<file path="config.mk">
export PLATFORM = sky130hd
export DESIGN_NAME = spike_rate_encoder
export DESIGN_NICKNAME = d
export VERILOG_FILES = /design/src/rtl/snn_pkg.sv /design/src/rtl/lfsr_galois.sv /design/src/rtl/spike_rate_encoder.sv
export SDC_FILE = /design/constraint.sdc
export NUM_CORES = 1
export LEC_CHECK = 0
export BUFFER_PORTS_ARGS = -buffer_cell sky130_fd_sc_hd__buf_2
export CAP_MARGIN = 10
export CORE_MARGIN = 8
export CORE_UTILIZATION = 49
export DETAILED_ROUTE_END_ITERATION = 10
export HOLD_SLACK_MARGIN = 0.06
export PLACE_DENSITY_LB_ADDON = 0.08
export SLEW_MARGIN = 20
export SYNTH_ARGS = -nofsm -noshare
export SYNTH_HDL_FRONTEND = slang
export SYNTH_SLANG_ARGS = --single-unit
</file>
<file path="constraint.sdc">
create_clock -name clk_i -period 5.75 [get_ports clk_i]
set_clock_uncertainty 0.15 [all_clocks]
set_input_delay 0.8625 -clock clk_i [delete_from_list [all_inputs] [get_ports clk_i]]
set_output_delay 0.8625 -clock clk_i [all_outputs]
set_load 0.05 [all_outputs]
</file>
<file path="src/rtl/snn_pkg.sv">
// Shared types and constants for the SNN front-end blocks.
// Holds the encoder state enum and the Galois LFSR feedback masks for each supported width.
package snn_pkg;

    typedef enum logic [1:0] {
        StLoad,
        StEncode,
        StDone
    } enc_state_e;

    // Right-shifting Galois feedback masks for maximal-length sequences of 4..8 bits.
    function automatic logic [7:0] lfsr_mask(input int unsigned width);
        logic [7:0] mask;
        mask = 8'hB8;
        case (width)
            4:       mask = 8'h09;
            5:       mask = 8'h12;
            6:       mask = 8'h21;
            7:       mask = 8'h41;
            default: mask = 8'hB8;
        endcase
        return mask;
    endfunction

endpackage

</file>
<file path="src/rtl/lfsr_galois.sv">
// Right-shifting Galois LFSR with a synchronous reload; reusable by other generators.
// A reload takes priority over a step in the same cycle.
module lfsr_galois #(
    parameter int unsigned      Width    = 8,
    parameter logic [Width-1:0] Mask     = Width'(8'hB8),
    parameter logic [Width-1:0] ResetVal = Width'(8'hA5)
) (
    input  logic             clk_i,
    input  logic             rst_i,
    input  logic             load_i,
    input  logic [Width-1:0] seed_i,
    input  logic             step_i,
    output logic [Width-1:0] state_o
);

    logic [Width-1:0] state_q, state_d;

    always_comb begin
        state_d = state_q;
        if (load_i) begin
            state_d = seed_i;
        end else if (step_i) begin
            state_d = (state_q >> 1) ^ (state_q[0] ? Mask : '0);
        end
    end

    always_ff @(posedge clk_i or posedge rst_i) begin
        if (rst_i) begin
            state_q <= ResetVal;
        end else begin
            state_q <= state_d;
        end
    end

    assign state_o = state_q;

endmodule

</file>
<file path="src/rtl/spike_rate_encoder.sv">
// Rate-codes a frame of pixel intensities into NUM_STEPS spike vectors using a shared LFSR,
// each channel comparing against its own rotation of the LFSR state.
module spike_rate_encoder
    import snn_pkg::*;
#(
    parameter int unsigned NUM_CHANNELS = 8,
    parameter int unsigned PIXEL_W      = 8,
    parameter int unsigned NUM_STEPS    = 16,
    parameter logic [7:0]  SEED         = 8'hA5
) (
    input  logic                    clk_i,
    input  logic                    rst_i,
    input  logic                    pixel_valid_i,
    output logic                    pixel_ready_o,
    input  logic [PIXEL_W-1:0]      pixel_data_i,
    output logic                    spike_valid_o,
    input  logic                    spike_ready_i,
    output logic [NUM_CHANNELS-1:0] spike_o,
    output logic                    first_o,
    output logic                    done_o
);

    localparam int unsigned ChW   = $clog2(NUM_CHANNELS);
    localparam int unsigned StepW = $clog2(NUM_STEPS);
    localparam logic [PIXEL_W-1:0] SeedW = SEED[PIXEL_W-1:0];
    localparam logic [PIXEL_W-1:0] MaskW = PIXEL_W'(lfsr_mask(PIXEL_W));

    enc_state_e         state_q, state_d;
    logic [ChW-1:0]     ch_idx_q, ch_idx_d;
    logic [StepW-1:0]   step_q, step_d;
    logic [PIXEL_W-1:0] pix_q [NUM_CHANNELS];
    logic               ready_q, ready_d;
    logic [PIXEL_W-1:0] lfsr;
    logic [NUM_CHANNELS-1:0] spike_raw;

    logic pix_xfer, last_pix, beat_acc, last_beat;

    assign pix_xfer  = pixel_valid_i & ready_q;
    assign last_pix  = pix_xfer && (ch_idx_q == ChW'(NUM_CHANNELS - 1));
    assign beat_acc  = (state_q == StEncode) && spike_ready_i;
    assign last_beat = beat_acc && (step_q == StepW'(NUM_STEPS - 1));

    always_ff @(posedge clk_i or posedge rst_i) begin
        if (rst_i) begin
            state_q <= StLoad;
        end else begin
            state_q <= state_d;
        end
    end

    always_comb begin
        state_d = state_q;
        unique case (state_q)
            StLoad:   if (last_pix) state_d = StEncode;
            StEncode: if (last_beat) state_d = StDone;
            StDone:   state_d = StLoad;
            default:  state_d = StLoad;
        endcase
    end

    always_comb begin
        spike_valid_o = (state_q == StEncode);
        done_o        = (state_q == StDone);
        first_o       = spike_valid_o && (step_q == '0);
        spike_o       = spike_valid_o ? spike_raw : '0;
        pixel_ready_o = ready_q;
    end

    always_comb begin
        ready_d  = (state_d == StLoad);
        ch_idx_d = ch_idx_q;
        if (last_pix) begin
            ch_idx_d = '0;
        end else if (pix_xfer) begin
            ch_idx_d = ch_idx_q + 1'b1;
        end
        step_d = step_q;
        if (state_q != StEncode) begin
            step_d = '0;
        end else if (beat_acc) begin
            step_d = step_q + 1'b1;
        end
    end

    always_ff @(posedge clk_i or posedge rst_i) begin
        if (rst_i) begin
            ch_idx_q <= '0;
            step_q   <= '0;
            ready_q  <= 1'b0;
            for (int i = 0; i < int'(NUM_CHANNELS); i++) begin
                pix_q[i] <= '0;
            end
        end else begin
            ch_idx_q <= ch_idx_d;
            step_q   <= step_d;
            ready_q  <= ready_d;
            if (pix_xfer) begin
                pix_q[ch_idx_q] <= pixel_data_i;
            end
        end
    end

    // Reloaded on every frame start so each frame sees the same threshold sequence.
    lfsr_galois #(
        .Width    (PIXEL_W),
        .Mask     (MaskW),
        .ResetVal (SeedW)
    ) u_lfsr (
        .clk_i   (clk_i),
        .rst_i   (rst_i),
        .load_i  (last_pix),
        .seed_i  (SeedW),
        .step_i  (beat_acc),
        .state_o (lfsr)
    );

    for (genvar c = 0; c < NUM_CHANNELS; c++) begin : g_cmp
        logic [PIXEL_W-1:0] rot;
        assign rot          = (lfsr << c) | (lfsr >> (PIXEL_W - c));
        assign spike_raw[c] = (pix_q[c] >= rot);
    end

endmodule
</file>
# == Word-level counts from Yosys, hierarchy flattened ==
# Index checks and enable logic that the tools add are counted.
# totals
mem_bits_ro,0
wordCells,65
input_bits,12
ff_bits,82
output_inout_bits,12
memories,0
latch_bits,0
ram_bits,0
# classes
n_div,0
bitwise_logic,10
shifts,0
mul,0
n_eq_ne,5
n_addsub,2
n_reduce_logical,11
muxes,14
order_cmp,10
# op_table
op,n
64-bit bitwise mux,1
8-bit greater-or-equal comparator,8
8-bit 2-to-1 mux,5
8-bit demux with 3-bit select,1
4-bit 2-to-1 mux,2
8-bit by 1-bit OR with 8-bit output,1
8-bit by 2-bit OR with 8-bit output,1
8-bit by 3-bit OR with 8-bit output,1
8-bit by 4-bit OR with 8-bit output,1
8-bit by 5-bit OR with 8-bit output,1
8-bit by 6-bit OR with 8-bit output,1
8-bit by 7-bit OR with 8-bit output,1
7-bit by 8-bit bitwise XOR with 8-bit output,1
3-bit 2-to-1 mux,2
2-bit nonzero test,3
1-bit logical AND,5
"4-bit by 1-bit adder with 4-bit output, second input constant",1
"4-bit == test, second input constant",1
"4-bit greater-or-equal comparator, second input constant",1
2-bit zero test,2
4-bit zero test,1
"4-bit by 1-bit less-than comparator with 1-bit output, second input constant",1
2-bit 2-to-1 mux,2
3-bit inverter with 4-bit output,1
other kinds (7),7

# == Logic depth before layout (Yosys ltp) ==
# Gate-level depths: netlist of the first run.
# logic_depth
ltp_word,6
depth_mapped,7
ltp_nobuf,6

# == By module ==
# A second synthesis of the first run with hierarchy kept.
# unflattened
cells_unflattened,405
hier_area_um2,4759.6
# by_module_without_submodules
mod,instances,area_per_inst_um2,cells_each
spike_rate_encoder,1,4342.9,365
lfsr_galois,1,416.6,40

# == Worst setup path before layout of the first run ==
# OpenSTA, ideal clock, no wires.
# synth_path
path_kind,register to output
from,register u_lfsr.state_q[0] (netlist: u_lfsr.state_o[0])
to,output port spike_o[5]
path_stages_with_launch,7
arrival_time_ps,2594
t_required_ps,4738
setup_slack_ps,2144
path_buffers,1
path_cell_list,dfstp_2 -> clkbuf_1 -> inv_1 -> ha_1 -> nand3_1 -> o31a_1 -> o21ai_0
# synth_between
elab_chain_len,3
# synth_rtl
item,line_no,source
"start, declared",lfsr_galois.sv:16,"logic [Width-1:0] state_q, state_d;"
"start signal, assigned",lfsr_galois.sv:29,state_q <= ResetVal;
"start signal, assigned",lfsr_galois.sv:31,state_q <= state_d;
8-bit by 5-bit OR with 8-bit output,spike_rate_encoder.sv:119,assign rot = (lfsr << c) | (lfsr >> (PIXEL_W - c));
8-bit greater-or-equal comparator,spike_rate_encoder.sv:120,assign spike_raw[c] = (pix_q[c] >= rot);
8-bit 2-to-1 mux,spike_rate_encoder.sv:65,spike_o = spike_valid_o ? spike_raw : '0;
"end, declared",spike_rate_encoder.sv:18,"output logic [NUM_CHANNELS-1:0] spike_o,"
# Every way passes these cells.

# == Worst setup path after layout of the first run ==
# layout_path
from,register u_lfsr.state_q[5] (netlist: u_lfsr.state_o[5])
to,output port spike_o[5]
# Same word-level chain as after synthesis.

==> run_summary.xml, run 1 <==
<?xml version="1.0" encoding="UTF-8"?>
<metrics>
  <group name="detailed_routing">
    <metric name="route.detailed.drc" unit="">0</metric>
    <metric name="totalWireLength" unit="um">10500</metric>
    <metric name="total_via_count_after_detailed_routing" unit="">3037</metric>
    <metric name="wire_per_inst" unit="um">18.8</metric>
    <metric name="number_of_optimization_iterations_in_the_first_detailed_route_pass" unit="">4</metric>
    <metric name="initialDrtViolationCount" unit="">106</metric>
    <metric name="antenna_left" unit="">0</metric>
    <metric name="vias_per_cell" unit="">5.44</metric>
  </group>
  <group name="grt">
    <metric name="grt_start_max_net_pins" unit="">83</metric>
    <metric name="grt_antenna_before_repair" unit="">0</metric>
    <metric name="grt_first_pass_wirelength" unit="um">17100</metric>
    <metric name="grt.overflow.total" unit="">0</metric>
    <metric name="grt_pass1_vias" unit="">3198</metric>
    <metric name="groute.usage.overall" unit="%">17.6</metric>
  </group>
  <group name="synthesis">
    <metric name="syn_nets" unit="">477</metric>
    <metric name="synth_seq_cells" unit="">82</metric>
    <metric name="netlist-cell-type-count" unit="">39</metric>
    <metric name="synth_warnings" unit="">0</metric>
    <metric name="syn_inst" unit="">397</metric>
    <metric name="synth_area" unit="um2">4650</metric>
    <metric name="synthesized_area_per_cell" unit="um2">11.7</metric>
    <metric name="synth-seq-area-share" unit="%">44.2</metric>
  </group>
  <group name="cells_and_area">
    <metric name="fillerInstances" unit="">814</metric>
    <metric name="insertedDiodeCount" unit="">0</metric>
    <metric name="final_layout_size_suffix_gt1_share" unit="%">26.3</metric>
    <metric name="fin_cells" unit="">558</metric>
    <metric name="fin_area" unit="um2">5080</metric>
    <metric name="area_taken_by_multi_input_logic_gates" unit="um2">2470</metric>
    <metric name="final_nets" unit="">504</metric>
    <metric name="synthToLayoutAreaGrowth" unit="%">9.31</metric>
    <metric name="area.sequential" unit="um2">2060</metric>
  </group>
  <group name="power_and_ir_drop">
    <metric name="max-vdd-ir-drop" unit="mV">0.302</metric>
    <metric name="power.static_leakage" unit="nW">2.37</metric>
    <metric name="power.density" unit="nW/um2">610</metric>
  </group>
  <group name="min_path">
    <metric name="hold_path_depth" unit="">1</metric>
    <metric name="hold_start" unit="">state_q[0]$_DFF_PP0_</metric>
    <metric name="min-delay-path-class" unit="">reg -&gt; reg</metric>
  </group>
  <group name="critical_path">
    <metric name="cpPeakStageDelay" unit="ns">0.56</metric>
    <metric name="setup.reg_to_reg.worst_slack" unit="ns">3.29</metric>
    <metric name="timing.critical_path.to_type" unit="">output pin</metric>
    <metric name="critPathKind" unit="">reg -&gt; out</metric>
    <metric name="worstPathCellList" unit="">inv_1, ha_1, o21a_1, nor2_1, o31a_1, o21ai_0, buf_2</metric>
    <metric name="setup.worst_path.start" unit="">u_lfsr.state_o[5]$_DFFE_PP1P_</metric>
    <metric name="cp_top_family" unit="">compound AO/OA/AOI/OAI gates</metric>
    <metric name="worstSetupStartpointType" unit="">flop</metric>
    <metric name="r2r-start" unit="">state_q[1]$_DFF_PP0_</metric>
    <metric name="rr_worst_depth" unit="">5</metric>
    <metric name="cell_depth_of_the_worst_setup_path" unit="">7</metric>
    <metric name="cp_slowest_cell" unit="">sky130_fd_sc_hd__dfstp_2</metric>
    <metric name="worst-path-buf-inv" unit="">2</metric>
    <metric name="cp.arrival" unit="ns">2.51</metric>
    <metric name="required_time_reported_for_the_critical_path_endpoint" unit="ns">4.74</metric>
    <metric name="worstPathMaxFanout" unit="">8</metric>
  </group>
  <group name="clock_network">
    <metric name="cts-resized-gates" unit="">0</metric>
    <metric name="clkSinkCount" unit="">82</metric>
    <metric name="post_cts_buffers" unit="">0</metric>
    <metric name="htree_levels" unit="">3</metric>
    <metric name="clkTransAtPathRegs" unit="ns">0.09</metric>
    <metric name="cts_made_buffers" unit="">9</metric>
    <metric name="clk_latency" unit="ns">0.37</metric>
    <metric name="holdBufCountCts" unit="">0</metric>
    <metric name="cts_buffer_depth" unit="">2</metric>
    <metric name="ctsRootBufferMaster" unit="">sky130_fd_sc_hd__clkbuf_8</metric>
    <metric name="cts_tree" unit="">built</metric>
  </group>
  <group name="placement">
    <metric name="dpl_worst_slack" unit="ns">2.66</metric>
    <metric name="gp_routability_congestion" unit="">0.787</metric>
    <metric name="portbufs" unit="">23</metric>
    <metric name="place_area" unit="um2">4880</metric>
    <metric name="placed_cells_incl_taps" unit="">542</metric>
    <metric name="dpl_hpwl" unit="um">7120</metric>
  </group>
  <group name="floorplan">
    <metric name="fp.dieH" unit="um">113</metric>
    <metric name="rows" unit="">35</metric>
    <metric name="initial_core_util" unit="%">50.3</metric>
    <metric name="num_io_pins" unit="">24</metric>
    <metric name="die-area" unit="um2">12900</metric>
    <metric name="core" unit="um2">9240</metric>
    <metric name="die_x" unit="um">113</metric>
  </group>
  <group name="sta">
    <metric name="timing.final.hold_violations" unit="">0</metric>
    <metric name="timing.final.max_slew_violations" unit="">0</metric>
    <metric name="setup_repair_after_global_routing_missed_its_margin" unit="">false</metric>
    <metric name="slew_headroom" unit="%">48.4</metric>
    <metric name="fin_setup_tns" unit="ns">0</metric>
    <metric name="upper_clock_frequency_limit" unit="MHz">284</metric>
    <metric name="timing.final.crit_period" unit="ns">3.52</metric>
    <metric name="postLayoutSetupSlackWorst" unit="ns">2.23</metric>
    <metric name="timing.final.setup_violations" unit="">0</metric>
    <metric name="tightest_slew" unit="ns">0.775</metric>
    <metric name="final_min_period_over_clock_period" unit="%">61.2</metric>
  </group>
  <group name="outcome">
    <metric name="status" unit="">finished, final reports clean</metric>
  </group>
  <group name="run">
    <metric name="max_capacitance_violation_count" unit="">0</metric>
  </group>
</metrics>
## flip-flops by register name, indices dropped and copies added (netlist names)
signal / count
u_lfsr.state_o: 8
step_q: 4
pixel_ready_o: 1
pix_q: 64
ch_idx_q: 3
state_q: 2
## logic make-up after synthesis
family,count (synthesis),synth area share [%]
AND/OR/NAND/NOR,93,10.4
AO/OA/AOI/OAI,60,8.66
XOR/XNOR,6,1.13
buffers and inverters,28,2.74
adder cells (fa/ha/maj),68,18.3
multiplexers,60,14.5
flip-flops,82,44.2
## path summary, 6_finish.rpt
check / endpoint
worst min register to register: pixel_ready_o$_DFF_PP0_
worst max register to register: u_lfsr.state_o[3]$_DFFE_PP0P_
min in group asynchronous: pix_q[47]$_DFFE_PP0P_
worst max-delay path: spike_o[5]
max in group asynchronous: step_q[0]$_DFFE_PP0P_
worst min-delay path: pixel_ready_o$_DFF_PP0_
## metal layers
layer / GRT usage (%) / wire [um] / vias to the layer above
met5: 0 / 0 / -
met4: 5.42 / 153 / 0
met3: 4.38 / 381 / 13
met2: 28.9 / 4920 / 34
met1: 22.4 / 5040 / 1492
li1: - / - / 1498
## layout by cell type (no fill, tap or decap), types with 4 or more instances in the layout
master,n
sky130_fd_sc_hd__a2111oi_0,8
sky130_fd_sc_hd__a21oi_1,10
sky130_fd_sc_hd__a31oi_1,5
sky130_fd_sc_hd__buf_2,23
sky130_fd_sc_hd__clkbuf_8,10
sky130_fd_sc_hd__dfrtp_1,78
sky130_fd_sc_hd__dfstp_2,4
sky130_fd_sc_hd__ha_1,68
sky130_fd_sc_hd__inv_1,18
sky130_fd_sc_hd__mux2_2,59
sky130_fd_sc_hd__nand2_1,30
sky130_fd_sc_hd__nand2b_1,12
sky130_fd_sc_hd__nand3_1,15
sky130_fd_sc_hd__nor2_1,10
sky130_fd_sc_hd__nor3_1,12
sky130_fd_sc_hd__o211ai_1,4
sky130_fd_sc_hd__o21ai_0,15
sky130_fd_sc_hd__o31a_1,8
sky130_fd_sc_hd__xor2_1,5
## stage by stage
stage	utilization [%]	power, mW	hold WS (ns)
4_1_cts	55.0	3.13	0.370
3_5_place_dp	52.9	2.69	0.349
2_1_floorplan	-	2.30	0.322
5_1_grt	55.0	3.40	0.385
3_3_place_gp	52.9	2.65	0.341
6_report	55.0	3.10	0.365
## area by class of cell
type	count	share of cell area [%]
flip-flops and latches	82	40.5
well taps	129	3.17
inverters	20	1.50
clock inverters	5	1.08
repair buffers	24	2.49
clock buffers	11	2.78
multi-input cells	287	48.5
## cell usage after synthesis
library cell / n / share of area, %
sky130_fd_sc_hd__o21bai_1: 1 / 0.16
sky130_fd_sc_hd__a2111oi_0: 8 / 1.5
sky130_fd_sc_hd__ha_1: 68 / 18
sky130_fd_sc_hd__dfstp_2: 4 / 2.3
sky130_fd_sc_hd__nor3_1: 12 / 1.3
sky130_fd_sc_hd__dfrtp_1: 78 / 42
sky130_fd_sc_hd__a21o_2: 1 / 0.19
sky130_fd_sc_hd__mux2_2: 59 / 14
sky130_fd_sc_hd__buf_1: 1 / 0.081
sky130_fd_sc_hd__and2_0: 1 / 0.13
sky130_fd_sc_hd__buf_6: 3 / 0.73
sky130_fd_sc_hd__nand2_1: 30 / 2.4
sky130_fd_sc_hd__and3_2: 1 / 0.16
sky130_fd_sc_hd__nand3_1: 15 / 1.6
sky130_fd_sc_hd__inv_1: 19 / 1.5
sky130_fd_sc_hd__o21ai_0: 15 / 1.6
sky130_fd_sc_hd__nand2b_1: 12 / 1.6
sky130_fd_sc_hd__a21o_1: 3 / 0.48
sky130_fd_sc_hd__xnor2_1: 1 / 0.19
sky130_fd_sc_hd__or3_1: 1 / 0.13
sky130_fd_sc_hd__nor2b_1: 1 / 0.13
sky130_fd_sc_hd__o21a_1: 3 / 0.48
sky130_fd_sc_hd__o211ai_1: 4 / 0.65
sky130_fd_sc_hd__mux2i_1: 1 / 0.22
sky130_fd_sc_hd__nor4b_1: 1 / 0.19
sky130_fd_sc_hd__xor2_1: 5 / 0.94
sky130_fd_sc_hd__a21oi_1: 10 / 1.1
sky130_fd_sc_hd__nor2_2: 3 / 0.40
sky130_fd_sc_hd__nand4_1: 1 / 0.13
sky130_fd_sc_hd__clkinv_1: 1 / 0.081
sky130_fd_sc_hd__clkbuf_1: 4 / 0.32
sky130_fd_sc_hd__o31a_1: 8 / 1.5
sky130_fd_sc_hd__or4_4: 1 / 0.24
sky130_fd_sc_hd__a211oi_1: 2 / 0.32
sky130_fd_sc_hd__nor3_2: 1 / 0.22
sky130_fd_sc_hd__a31oi_1: 5 / 0.67
sky130_fd_sc_hd__nand2_4: 1 / 0.24
sky130_fd_sc_hd__nor3_4: 2 / 0.70
sky130_fd_sc_hd__nor2_1: 10 / 0.81
## power breakdown
group          internal, mW  total (mW)  switching (mW)
combinational         0.685        1.62           0.936
clock                 0.211       0.428           0.217
sequential            0.862        1.05           0.190
(Power assumes the default switching activity.)
==> inputs of run 2 (changes only) <==
==> constraint.sdc (replaced) <==
create_clock -name clk_i -period 3.3 [get_ports clk_i]
set_clock_uncertainty 0.15 [all_clocks]
set_input_delay 0.495 -clock clk_i [delete_from_list [all_inputs] [get_ports clk_i]]
set_output_delay 0.495 -clock clk_i [all_outputs]
set_load 0.05 [all_outputs]
==> run_summary.xml, run 2 (synthesis results as in run 1) <==
<?xml version="1.0" encoding="UTF-8"?>
<metrics>
  <group name="cells_and_area">
    <metric name="postLayoutCoreUtil" unit="%">55.2</metric>
    <metric name="final_layout_size_suffix_gt1_share" unit="%">26.5</metric>
    <metric name="fin_area" unit="um2">5100</metric>
    <metric name="mostFrequentLayoutCells" unit="">78 x sky130_fd_sc_hd__dfrtp_1, 68 x sky130_fd_sc_hd__ha_1, 59 x sky130_fd_sc_hd__mux2_2</metric>
    <metric name="most_common_cell_after_layout_fill_and_taps_aside" unit="">sky130_fd_sc_hd__dfrtp_1</metric>
    <metric name="final_nets" unit="">506</metric>
    <metric name="largest_register_ff_count" unit="">64</metric>
    <metric name="synthToLayoutAreaGrowth" unit="%">9.63</metric>
    <metric name="regMostFlops" unit="">pix_q</metric>
    <metric name="insertedDiodeCount" unit="">0</metric>
  </group>
  <group name="clock_network">
    <metric name="holdBufCountCts" unit="">0</metric>
    <metric name="cts-resized-gates" unit="">0</metric>
    <metric name="clkTransAtPathRegs" unit="ns">0.09</metric>
    <metric name="htree_levels" unit="">3</metric>
    <metric name="cts_buffer_depth" unit="">2</metric>
    <metric name="clkSinkCount" unit="">82</metric>
    <metric name="cts_tree" unit="">built</metric>
    <metric name="clk_latency" unit="ns">0.36</metric>
    <metric name="ctsRootBufferMaster" unit="">sky130_fd_sc_hd__clkbuf_8</metric>
    <metric name="post_cts_buffers" unit="">0</metric>
    <metric name="cts_made_buffers" unit="">9</metric>
  </group>
  <group name="critical_path">
    <metric name="required_time_reported_for_the_critical_path_endpoint" unit="ns">2.65</metric>
    <metric name="worstSetupStartpointType" unit="">flop</metric>
    <metric name="worst-path-buf-inv" unit="">2</metric>
    <metric name="timing.critical_path.to_type" unit="">output pin</metric>
    <metric name="critPathKind" unit="">reg -&gt; out</metric>
    <metric name="worstPathCellList" unit="">inv_1, ha_1, a2111oi_0, nor3_1, o31a_1, buf_2</metric>
    <metric name="cp_slowest_cell" unit="">sky130_fd_sc_hd__dfstp_2</metric>
    <metric name="cp_top_family" unit="">compound AO/OA/AOI/OAI gates</metric>
    <metric name="cp.arrival" unit="ns">2.45</metric>
    <metric name="worstPathMaxFanout" unit="">7</metric>
    <metric name="cpPeakStageDelay" unit="ns">0.57</metric>
  </group>
  <group name="detailed_routing">
    <metric name="number_of_optimization_iterations_in_the_first_detailed_route_pass" unit="">4</metric>
    <metric name="vias_per_cell" unit="">5.43</metric>
    <metric name="totalWireLength" unit="um">10500</metric>
    <metric name="antenna_left" unit="">0</metric>
    <metric name="wire_per_inst" unit="um">18.7</metric>
    <metric name="route.detailed.drc" unit="">0</metric>
    <metric name="initialDrtViolationCount" unit="">157</metric>
    <metric name="total_via_count_after_detailed_routing" unit="">3041</metric>
  </group>
  <group name="floorplan">
    <metric name="rows" unit="">35</metric>
    <metric name="die_x" unit="um">113</metric>
    <metric name="die-area" unit="um2">12900</metric>
    <metric name="core" unit="um2">9240</metric>
    <metric name="initial_core_util" unit="%">50.3</metric>
    <metric name="fp.dieH" unit="um">113</metric>
    <metric name="num_io_pins" unit="">24</metric>
  </group>
  <group name="grt">
    <metric name="grt_start_max_net_pins" unit="">44</metric>
    <metric name="groute.usage.overall" unit="%">17.3</metric>
    <metric name="grt.overflow.total" unit="">0</metric>
    <metric name="grt_first_pass_wirelength" unit="um">16900</metric>
    <metric name="grt_pass1_vias" unit="">3075</metric>
    <metric name="grt_antenna_before_repair" unit="">0</metric>
  </group>
  <group name="sta">
    <metric name="timing.final.setup_violations" unit="">0</metric>
    <metric name="upper_clock_frequency_limit" unit="MHz">323</metric>
    <metric name="fin_setup_tns" unit="ns">0</metric>
    <metric name="timing.final.hold_violations" unit="">0</metric>
    <metric name="final_min_period_over_clock_period" unit="%">93.8</metric>
    <metric name="slew_headroom" unit="%">47.1</metric>
    <metric name="postLayoutSetupSlackWorst" unit="ns">0.205</metric>
    <metric name="setup_repair_after_global_routing_missed_its_margin" unit="">false</metric>
    <metric name="timing.final.crit_period" unit="ns">3.10</metric>
    <metric name="tightest_slew" unit="ns">0.790</metric>
    <metric name="timing.final.max_slew_violations" unit="">0</metric>
  </group>
  <group name="power_and_ir_drop">
    <metric name="max-vdd-ir-drop" unit="mV">0.644</metric>
    <metric name="power.density" unit="nW/um2">1060</metric>
    <metric name="power.static_leakage" unit="nW">2.38</metric>
    <metric name="power.total" unit="mW">5.41</metric>
  </group>
  <group name="run">
    <metric name="max_capacitance_violation_count" unit="">0</metric>
  </group>
  <group name="placement">
    <metric name="place_area" unit="um2">4910</metric>
    <metric name="portbufs" unit="">23</metric>
    <metric name="gp_routability_congestion" unit="">0.788</metric>
    <metric name="dpl_worst_slack" unit="ns">0.588</metric>
    <metric name="dpl_hpwl" unit="um">7300</metric>
  </group>
  <group name="min_path">
    <metric name="min-delay-path-class" unit="">in -&gt; async</metric>
  </group>
  <group name="outcome">
    <metric name="status" unit="">finished, final reports clean</metric>
  </group>
</metrics>
-- run 2: cell count changes in the layout (fill, tap and decap cells not counted) --
cell and delta:
sky130_fd_sc_hd__clkbuf_1 +1, sky130_fd_sc_hd__buf_6 -1, sky130_fd_sc_hd__buf_4 +2, sky130_fd_sc_hd__clkinv_4 +1, sky130_fd_sc_hd__clkinvlp_4 -1, sky130_fd_sc_hd__buf_12 +1
sky130_fd_sc_hd__clkbuf_8 -1
-- run 2: power by group --
group / leakage [nW] / switching (mW) / internal (mW)
clock network: 0.0933 / 0.373 / 0.349
logic: 1.29 / 1.64 / 1.21
registers: 0.998 / 0.325 / 1.50
-- run 2: worst paths after layout --
check	from	end	slack, ns	cells after the start
max	u_lfsr.state_o[2]$_DFFE_PP1P_	spike_o[7]	0.20	6
min	rst_i	pixel_ready_o$_DFF_PP0_	0.09	2
max reg2reg	ch_idx_q[2]$_DFFE_PP0P_	pix_q[25]$_DFFE_PP0P_	1.29	3
min reg2reg	state_q[0]$_DFF_PP0_	pixel_ready_o$_DFF_PP0_	0.36	1
max in group asynchronous	rst_i	u_lfsr.state_o[0]$_DFFE_PP1P_	2.18	3
min in group clk_i	pixel_data_i[0]	pix_q[8]$_DFFE_PP0P_	0.33	3
-- run 2: layout make-up --
class                      instances  area (um2)
clock inverter                     5        56.3
fill                             819        4140
inverter                          20        76.3
sequential                        82        2060
timing repair buffer              26         150
clock buffer                      11         131
tap                              129         161
multi-input combinational        287        2470
-- run 2: layer usage --
layer	global-route usage [%]	routed length, um
met5	0	0
met4	5.15	151
met3	3.91	438
met2	28.3	4890
met1	22.4	5010
-- run 2: worst reg2reg max path, cell delays in order (launching register included) --
cell                      delay, ns
sky130_fd_sc_hd__dfrtp_1       0.55
sky130_fd_sc_hd__nand3_1       0.25
sky130_fd_sc_hd__or3_1         0.58
sky130_fd_sc_hd__mux2_2        0.36
-- run 2: per-stage QoR --
| step | hold slack (ns) | std cells |
|---|---|---|
| floorplan | 0.322 | 397 |
| global placement | 0.341 | 544 |
| detailed placement | 0.346 | 544 |
| CTS | 0.103 | 560 |
| global route | 0.158 | 560 |
| finish | 0.0927 | 560 |
